`config.mk`:
```
export PLATFORM = sky130hd
export DESIGN_NAME = score_seg_display
export DESIGN_NICKNAME = d
export VERILOG_FILES = /design/src/rtl/score_seg_display.sv
export SDC_FILE = /design/constraint.sdc
export NUM_CORES = 1
export LEC_CHECK = 0
export BUFFER_PORTS_ARGS = -buffer_cell sky130_fd_sc_hd__buf_4
export CAP_MARGIN = 20
export CORE_MARGIN = 5
export CORE_UTILIZATION = 59
export CTS_CLUSTER_SIZE = 24
export DETAILED_ROUTE_END_ITERATION = 10
export HOLD_SLACK_MARGIN = 0.02
export PLACE_DENSITY = 0.79
export SYNTH_ARGS = -nofsm -noshare
export SYNTH_HDL_FRONTEND = slang
export SYNTH_SLANG_ARGS = --single-unit
```
`constraint.sdc`:
```
create_clock -name clk -period 4.1 [get_ports clk]
set_input_delay 0.615 -clock clk [delete_from_list [all_inputs] [get_ports clk]]
set_output_delay 0.615 -clock clk [all_outputs]
set_load 0.005 [all_outputs]
```
`src/rtl/score_seg_display.sv`:
```
// rtl/score_seg_display.sv - binary score to BCD via sequential double-dabble, multiplexed onto a 4-digit 7-segment display
module score_seg_display #(
    parameter int REFRESH_DIV = 100_000,
    parameter bit BLANK_LEAD  = 1'b1
) (
    input  logic        clk,
    input  logic        rst,
    input  logic [15:0] score,
    output logic [3:0]  an,
    output logic [6:0]  seg,
    output logic        dp,
    output logic [15:0] bcd,
    output logic        busy
);

    localparam int CW = (REFRESH_DIV > 1) ? $clog2(REFRESH_DIV) : 1;

    typedef enum logic [1:0] {IDLE, SHIFT, LOAD} state_t;

    state_t      state, state_n;
    logic [15:0] shift_bin, shift_bin_n;
    logic [15:0] scratch, scratch_n, scratch_adj;
    logic [3:0]  bit_cnt, bit_cnt_n;
    logic [13:0] last_bin, last_bin_n;
    logic [15:0] bcd_n;
    logic        busy_n;
    logic [13:0] sat_score;

    logic [CW-1:0] refresh_cnt;
    logic [1:0]    digit_idx;
    logic          lit;
    logic [3:0]    digit_nib;
    logic          digit_blank;
    logic [6:0]    seg_n;

    function automatic logic [6:0] seg_decode(input logic [3:0] d);
        case (d)
            4'd0:    return 7'h40;
            4'd1:    return 7'h79;
            4'd2:    return 7'h24;
            4'd3:    return 7'h30;
            4'd4:    return 7'h19;
            4'd5:    return 7'h12;
            4'd6:    return 7'h02;
            4'd7:    return 7'h78;
            4'd8:    return 7'h00;
            4'd9:    return 7'h10;
            default: return 7'h7F;
        endcase
    endfunction

    assign sat_score = (score > 16'd9999) ? 14'd9999 : score[13:0];
    assign dp        = 1'b1;

    // Add-3 correction applied to every BCD nibble before each shift.
    always_comb begin
        scratch_adj = scratch;
        for (int i = 0; i < 4; i++) begin
            if (scratch[4*i +: 4] >= 4'd5)
                scratch_adj[4*i +: 4] = scratch[4*i +: 4] + 4'd3;
        end
    end

    always_comb begin
        state_n     = state;
        shift_bin_n = shift_bin;
        scratch_n   = scratch;
        bit_cnt_n   = bit_cnt;
        last_bin_n  = last_bin;
        bcd_n       = bcd;
        busy_n      = busy;
        case (state)
            IDLE: begin
                if (sat_score != last_bin) begin
                    shift_bin_n = {2'b00, sat_score};
                    last_bin_n  = sat_score;
                    scratch_n   = 16'h0000;
                    bit_cnt_n   = 4'd0;
                    busy_n      = 1'b1;
                    state_n     = SHIFT;
                end
            end
            SHIFT: begin
                scratch_n   = {scratch_adj[14:0], shift_bin[15]};
                shift_bin_n = {shift_bin[14:0], 1'b0};
                bit_cnt_n   = bit_cnt + 4'd1;
                if (bit_cnt == 4'd15)
                    state_n = LOAD;
            end
            LOAD: begin
                bcd_n   = scratch;
                busy_n  = 1'b0;
                state_n = IDLE;
            end
            default: state_n = IDLE;
        endcase
    end

    always_ff @(posedge clk or posedge rst) begin
        if (rst) begin
            state     <= IDLE;
            shift_bin <= 16'h0000;
            scratch   <= 16'h0000;
            bit_cnt   <= 4'd0;
            last_bin  <= 14'd0;
            bcd       <= 16'h0000;
            busy      <= 1'b0;
        end else begin
            state     <= state_n;
            shift_bin <= shift_bin_n;
            scratch   <= scratch_n;
            bit_cnt   <= bit_cnt_n;
            last_bin  <= last_bin_n;
            bcd       <= bcd_n;
            busy      <= busy_n;
        end
    end

    // Digit k>0 is blank when it and every more significant digit are zero.
    always_comb begin
        digit_nib   = bcd[{digit_idx, 2'b00} +: 4];
        digit_blank = 1'b0;
        case (digit_idx)
            2'd1:    digit_blank = (bcd[15:4] == 12'h000);
            2'd2:    digit_blank = (bcd[15:8] == 8'h00);
            2'd3:    digit_blank = (bcd[15:12] == 4'h0);
            default: digit_blank = 1'b0;
        endcase
        seg_n = (BLANK_LEAD && digit_blank) ? 7'h7F : seg_decode(digit_nib);
    end

    // The display stays dark until the first refresh wrap sets lit.
    always_ff @(posedge clk or posedge rst) begin
        if (rst) begin
            refresh_cnt <= '0;
            digit_idx   <= 2'd0;
            lit         <= 1'b0;
            an          <= 4'b1111;
            seg         <= 7'h7F;
        end else begin
            if (refresh_cnt == CW'(REFRESH_DIV - 1)) begin
                refresh_cnt <= '0;
                digit_idx   <= digit_idx + 2'd1;
                lit         <= 1'b1;
            end else begin
                refresh_cnt <= refresh_cnt + CW'(1);
            end
            if (lit) begin
                an  <= ~(4'b0001 << digit_idx);
                seg <= seg_n;
            end else begin
                an  <= 4'b1111;
                seg <= 7'h7F;
            end
        end
    end

endmodule

```
# ---- Yosys cells after proc, flatten, opt, wreduce, memory -nomap -nowiden
# Memory sizes are Yosys's and may differ from the RTL's.
# Cells that the tools add are included.
dict set report word_totals {
  elab_cells 69
  ff_bits 100
  inputBits 18
  romBits 112
  out_inout_bits 29
  mem_count 1
}
# memory depth width read_ports rd_clocked_by_memory_dff write_ports line_no
set mem_list {}
lappend mem_list {{(no name shown)} 16 7 1 0 0 37} ;# case (d)
dict set report op_classes {
  eq_ne 10
  n_lt_le_gt_ge 5
  shift 2
  n_bitwise 1
  mux 21
  add_sub_neg 7
  n_reduce_logical 10
}
# op count
set op_table {}
lappend op_table {{$pmux 16 s2} 2}
lappend op_table {{$mux 16} 2}
lappend op_table {{$mux 4} 5}
lappend op_table {{$add 17x1->17 const B} 1}
lappend op_table {{$eq 17x17->1 const B} 1}
lappend op_table {{$mux 17} 1}
lappend op_table {{$ge 4x3->1 const B} 4}
lappend op_table {{$gt 16x14->1 const B} 1}
lappend op_table {{$shiftx 16x5->4} 1}
lappend op_table {{$mux 14} 1}
lappend op_table {{$mux 7} 2}
lappend op_table {{$ne 14x14->1} 1}
lappend op_table {{$add 4x2->4 const B} 3}
lappend op_table {{$logic_not 12->1} 1}
lappend op_table {{$logic_not 8->1} 1}
lappend op_table {{$pmux 4 s2} 1}
lappend op_table {{$reduce_and 2->1} 4}
lappend op_table {{$eq 2x2->1 const B} 3}
lappend op_table {{$add 4x1->4 const B} 1}
lappend op_table {{$eq 2x1->1 const B} 2}
lappend op_table {{$eq 4x4->1 const B} 1}
lappend op_table {{$logic_not 4->1} 1}
lappend op_table {{$mux 2} 2}
lappend op_table {{$ne 2x2->1 const B} 2}
lappend op_table {{11 further kinds} 12}

# ---- Longest topological paths before layout
dict set report logic_depth {
  depth_word 5
  ltp_mapped 9
  mapped_depth_nobuf 8
}

# ---- Worst setup path before layout
# No wires, ideal clock.
dict set report synth_path {
  path_type {input port to flip-flop}
  startpoint {input score[6]}
  endpoint {register shift_bin[12]}
  arrival_ns 2.541
  path_stages 9
  setup_ns 0.126
  setup_slack_ns 1.433
  cell_sequence {nor4_2 o311ai_4 buf_4 o21bai_1 a222oi_1 a31oi_2 nor2b_1 buf_2 a221o_1}
}
dict set report synth_via {
  elab_chain_cells 5
}
# item line_no
set synth_rtl {}
lappend synth_rtl {{start, declared} 8} ;# input logic [15:0] score,
lappend synth_rtl {{$gt 16x14->1} 52} ;# assign sat_score = (score > 16'd9999) ? 14'd9999 : score[13:0];
lappend synth_rtl {{$mux 14 *} 52}
lappend synth_rtl {{$ne 14x14->1} 74} ;# if (sat_score != last_bin) begin
lappend synth_rtl {{$ne 2x2->1 (no source line)} -}
lappend synth_rtl {{$reduce_and 2->1 (no source line)} -}
lappend synth_rtl {{end signal, assigned} 110} ;# shift_bin <= shift_bin_n;
lappend synth_rtl {{end, declared} 21} ;# logic [15:0] shift_bin, shift_bin_n;
# Mark *: on every way between the ends. The rest lies on a longest branch, timed or not. The select of a mux whose other input is x is not followed.
# A chain may end at the register's enable or synchronous reset.

# ---- Worst setup path after layout
dict set report layout_path {
  startpoint {input score[11]}
  endpoint {register bit_cnt[0]}
}
dict set report layout_via {
  elab_chain_cells 5
}
# item line_no
set layout_rtl {}
lappend layout_rtl {{$gt 16x14->1} 52}
lappend layout_rtl {{$mux 14 *} 52}
lappend layout_rtl {{$ne 14x14->1 *} 74}
lappend layout_rtl {{$ne 2x2->1 (no source line) *} -}
lappend layout_rtl {{$reduce_and 2->1 (no source line) *} -}
lappend layout_rtl {{end signal, assigned} 112} ;# bit_cnt <= bit_cnt_n;
lappend layout_rtl {{end, declared} 23} ;# logic [3:0] bit_cnt, bit_cnt_n;
# Mark *: on every way between the ends. The rest lies on a longest branch, timed or not.

==> metrics.md <==
| Metric | Value |
|---|---|
| Setup bufs post-CTS | `0` |
| Syn Inst Count | `466` |
| Static leakage | `2.45 nW` |
| RSZ-0062 raised after global routing | `false` |
| CTS buffer count | `9` |
| Routed wire length | `9960 µm` |
| Deepest clock path buffer count | `2` |
| Number of library cell types mapped by synthesis | `59` |
| Via/cell ratio | `5.87` |
| Crit path largest cell delay | `0.66 ns` |
| Number of flops mapped to enable cells by yosys | `0` |
| Sequential fraction of the synthesis area | `0.500` |
| Outcome | `finished, final reports clean` |
| GRT Util Overall | `0.199` |
| Critical Path Slowest Stage Cell | `nor2_1` |
| Slew @ Worst Pin | `0.968 ns` |
| Most common cell after layout, fill and taps aside | `dfrtp_1` |
| Hold Buf Count CTS | `0` |
| Synth Area per Inst | `10.8 µm²` |
| Final Total Pwr | `3.52 mW` |
| Final setup viols | `0` |
| Layout cells sized above 1 | `0.212` |
| DR iter-0 viols | `227` |
| Core area | `8260 µm²` |
| First-pass GRT wire length | `16700 µm` |
| WS Path Type | `in2reg` |
| #FFs+latches synth | `100` |
| Fin util | `0.689` |
| PostCTS Resize Cnt | `0` |
| Clk sinks | `100` |
| Clock Skew | `0.0153 ns` |
| DP HPWL | `7040 µm` |
| Crit-path max FO | `15` |
| Drt drc | `0` |
| Number of detailed-route iterations in the first pass | `4` |
| Die area | `10500 µm²` |
| VDD IR max | `0.000275 V` |
| Clk slew on worst S/H paths | `0.09 ns` |
| H-tree levels | `3` |
| Setup TNS | `0 ns` |
| Yosys warnings | `0` |
| Largest net degree at the start of global routing | `82` |
| Nets@finish | `547` |
| Post-layout min period | `3.22 ns` |
| Final Cycle Share | `0.785` |
| Vias | `3631` |
| GR Overflow Total | `0` |
| Syn nets | `504` |
| Synth async-reset ratio | `1.00` |
| Worst EP required | `4.38 ns` |
| Die Y | `102 µm` |
| Nature of the critical path endpoint | `register` |
| CTS tree | `yes` |
| Data arrival time of the critical path | `3.50 ns` |
| Pins over their slew limit | `0` |
| Cell area power density | `619 nW/µm²` |
| Crit path launch type | `primary input` |
| Max-cap violation count | `0` |
| Commonest cells after routing, fill and taps aside | `dfrtp_1, buf_4, nand2_1, nor2_1, inv_1` |
| Hold Fails Final Rpt | `0` |
| Fmax | `311 MHz` |
| Port Buffer Count | `45` |
| Antenna violations before repair | `0` |
| CP Cell Sequence | `buf_4 -> nand2b_1 -> o311ai_4 -> o211ai_1 -> a222oi_1 -> a31oi_4 -> nor2_1 -> mux2_2` |
| GPL Wtd Cong | `0.853` |
| Worst Hold Class | `in2async` |
| Root Buffer | `clkbuf_8` |
| Skew-Pair Late Insertion Delay | `0.35 ns` |
| # IOs | `47` |
| Rows | `33` |
| Post-synth top flop | `dfrtp_1` |
| Vias in the first global route | `3514` |
| Mapped Area | `5040 µm²` |
| Die width | `102 µm` |
| Post-DR wirelength/cell | `16.1 µm` |
| Synth-to-Final Area Change | `13.0%` |
| Rel. slew slack | `0.355` |
| Post-route ant nets | `0` |
| Starting Density | `0.610` |
| Antenna Cells | `0` |
## critical path, delay by kind of cell
family / cells / cell delay (ns)
AND/OR/NAND/NOR: 2 / 0.86
AO/OA/AOI/OAI: 4 / 1.59
buffers and inverters: 1 / 0.13
multiplexers: 1 / 0.29
## area by class of cell
| class | instances | area, µm² |
|---|---|---|
| Clock buffer | 11 | 131 |
| Clock inverter | 5 | 85.1 |
| Tap cell | 105 | 131 |
| Sequential cell | 100 | 2520 |
| Timing Repair Buffer | 51 | 383 |
| Inverter | 27 | 104 |
| Multi-Input combinational cell | 320 | 2340 |
| Fill cell | 632 | 2570 |
## routing by layer
| metal | track usage | wire (µm) | vias to the layer above |
|---|---|---|---|
| met5 | 0 | 0 | - |
| met4 | 0.0646 | 109 | 0 |
| met3 | 0.0232 | 307 | 12 |
| met2 | 0.321 | 4920 | 65 |
| met1 | 0.283 | 4620 | 1810 |
| li1 | - | - | 1744 |
## synthesized netlist by cell type (12+ instances only)
library cell  count  area [µm²]
dfrtp_1          89        2230
nand2_1          38         143
nor2_1           31         116
inv_1            27         101
o21ai_0          25         125
ha_1             20         250
mux2_2           17         191
xnor2_1          17         149
a21oi_1          15        75.1
xor2_1           14         123
a221o_1          12         120
## where the power goes
part / internal (mW) / total, mW / switching (mW) / leakage (nW)
combinational: 0.632 / 1.29 / 0.654 / 1.15
clock: 0.348 / 0.678 / 0.330 / 0.104
sequential: 1.28 / 1.56 / 0.281 / 1.20
total: 2.26 / 3.52 / 1.27 / 2.45
## registers in the layout, indices dropped and copies added, names as in the netlist
signal / flops
an: 4
bcd: 16
bit_cnt: 4
busy: 1
digit_idx: 2
last_bin: 14
lit: 1
refresh_cnt: 17
scratch: 16
seg: 7
shift_bin: 16
state: 2
## cells by family (layout without fill, tap and decap cells)
logic type	count (synthesis)	after routing	share of synthesized area
AO/OA/AOI/OAI	104	104	0.149
multiplexers	25	25	0.0638
AND/OR/NAND/NOR	139	139	0.146
XOR/XNOR	31	31	0.0539
buffers and inverters	46	94	0.0378
adder cells (fa/ha/maj)	20	20	0.0497
other	1	1	0.000744
flip-flops	100	100	0.500
## through the flow
step	instances	cell area [µm²]	hold slack [ns]	setup slack, ns
floorplan	466	5040	0.443	0.884
global placement	603	5470	0.460	0.676
detailed placement	603	5470	0.469	0.561
CTS	619	5690	0.484	0.898
global route	619	5690	0.514	0.699
finish	619	5690	0.461	0.883
## path summary, 6_finish.rpt
path	start	endpoint	slack (ns)	cells after the start
max	score[11]	bit_cnt[0]$_DFFE_PP0P_	0.88	8
min reg2reg	refresh_cnt[4]$_DFF_PP0_	refresh_cnt[4]$_DFF_PP0_	0.48	1
min in group clk	refresh_cnt[4]$_DFF_PP0_	refresh_cnt[4]$_DFF_PP0_	0.48	1
min	rst	refresh_cnt[15]$_DFF_PP0_	0.46	2
max reg2reg	last_bin[3]$_DFFE_PP0P_	bit_cnt[0]$_DFFE_PP0P_	1.30	7
max in group asynchronous	rst	seg[1]$_DFF_PP1_	2.73	3
No activity file was read; power rests on OpenSTA's default activity.
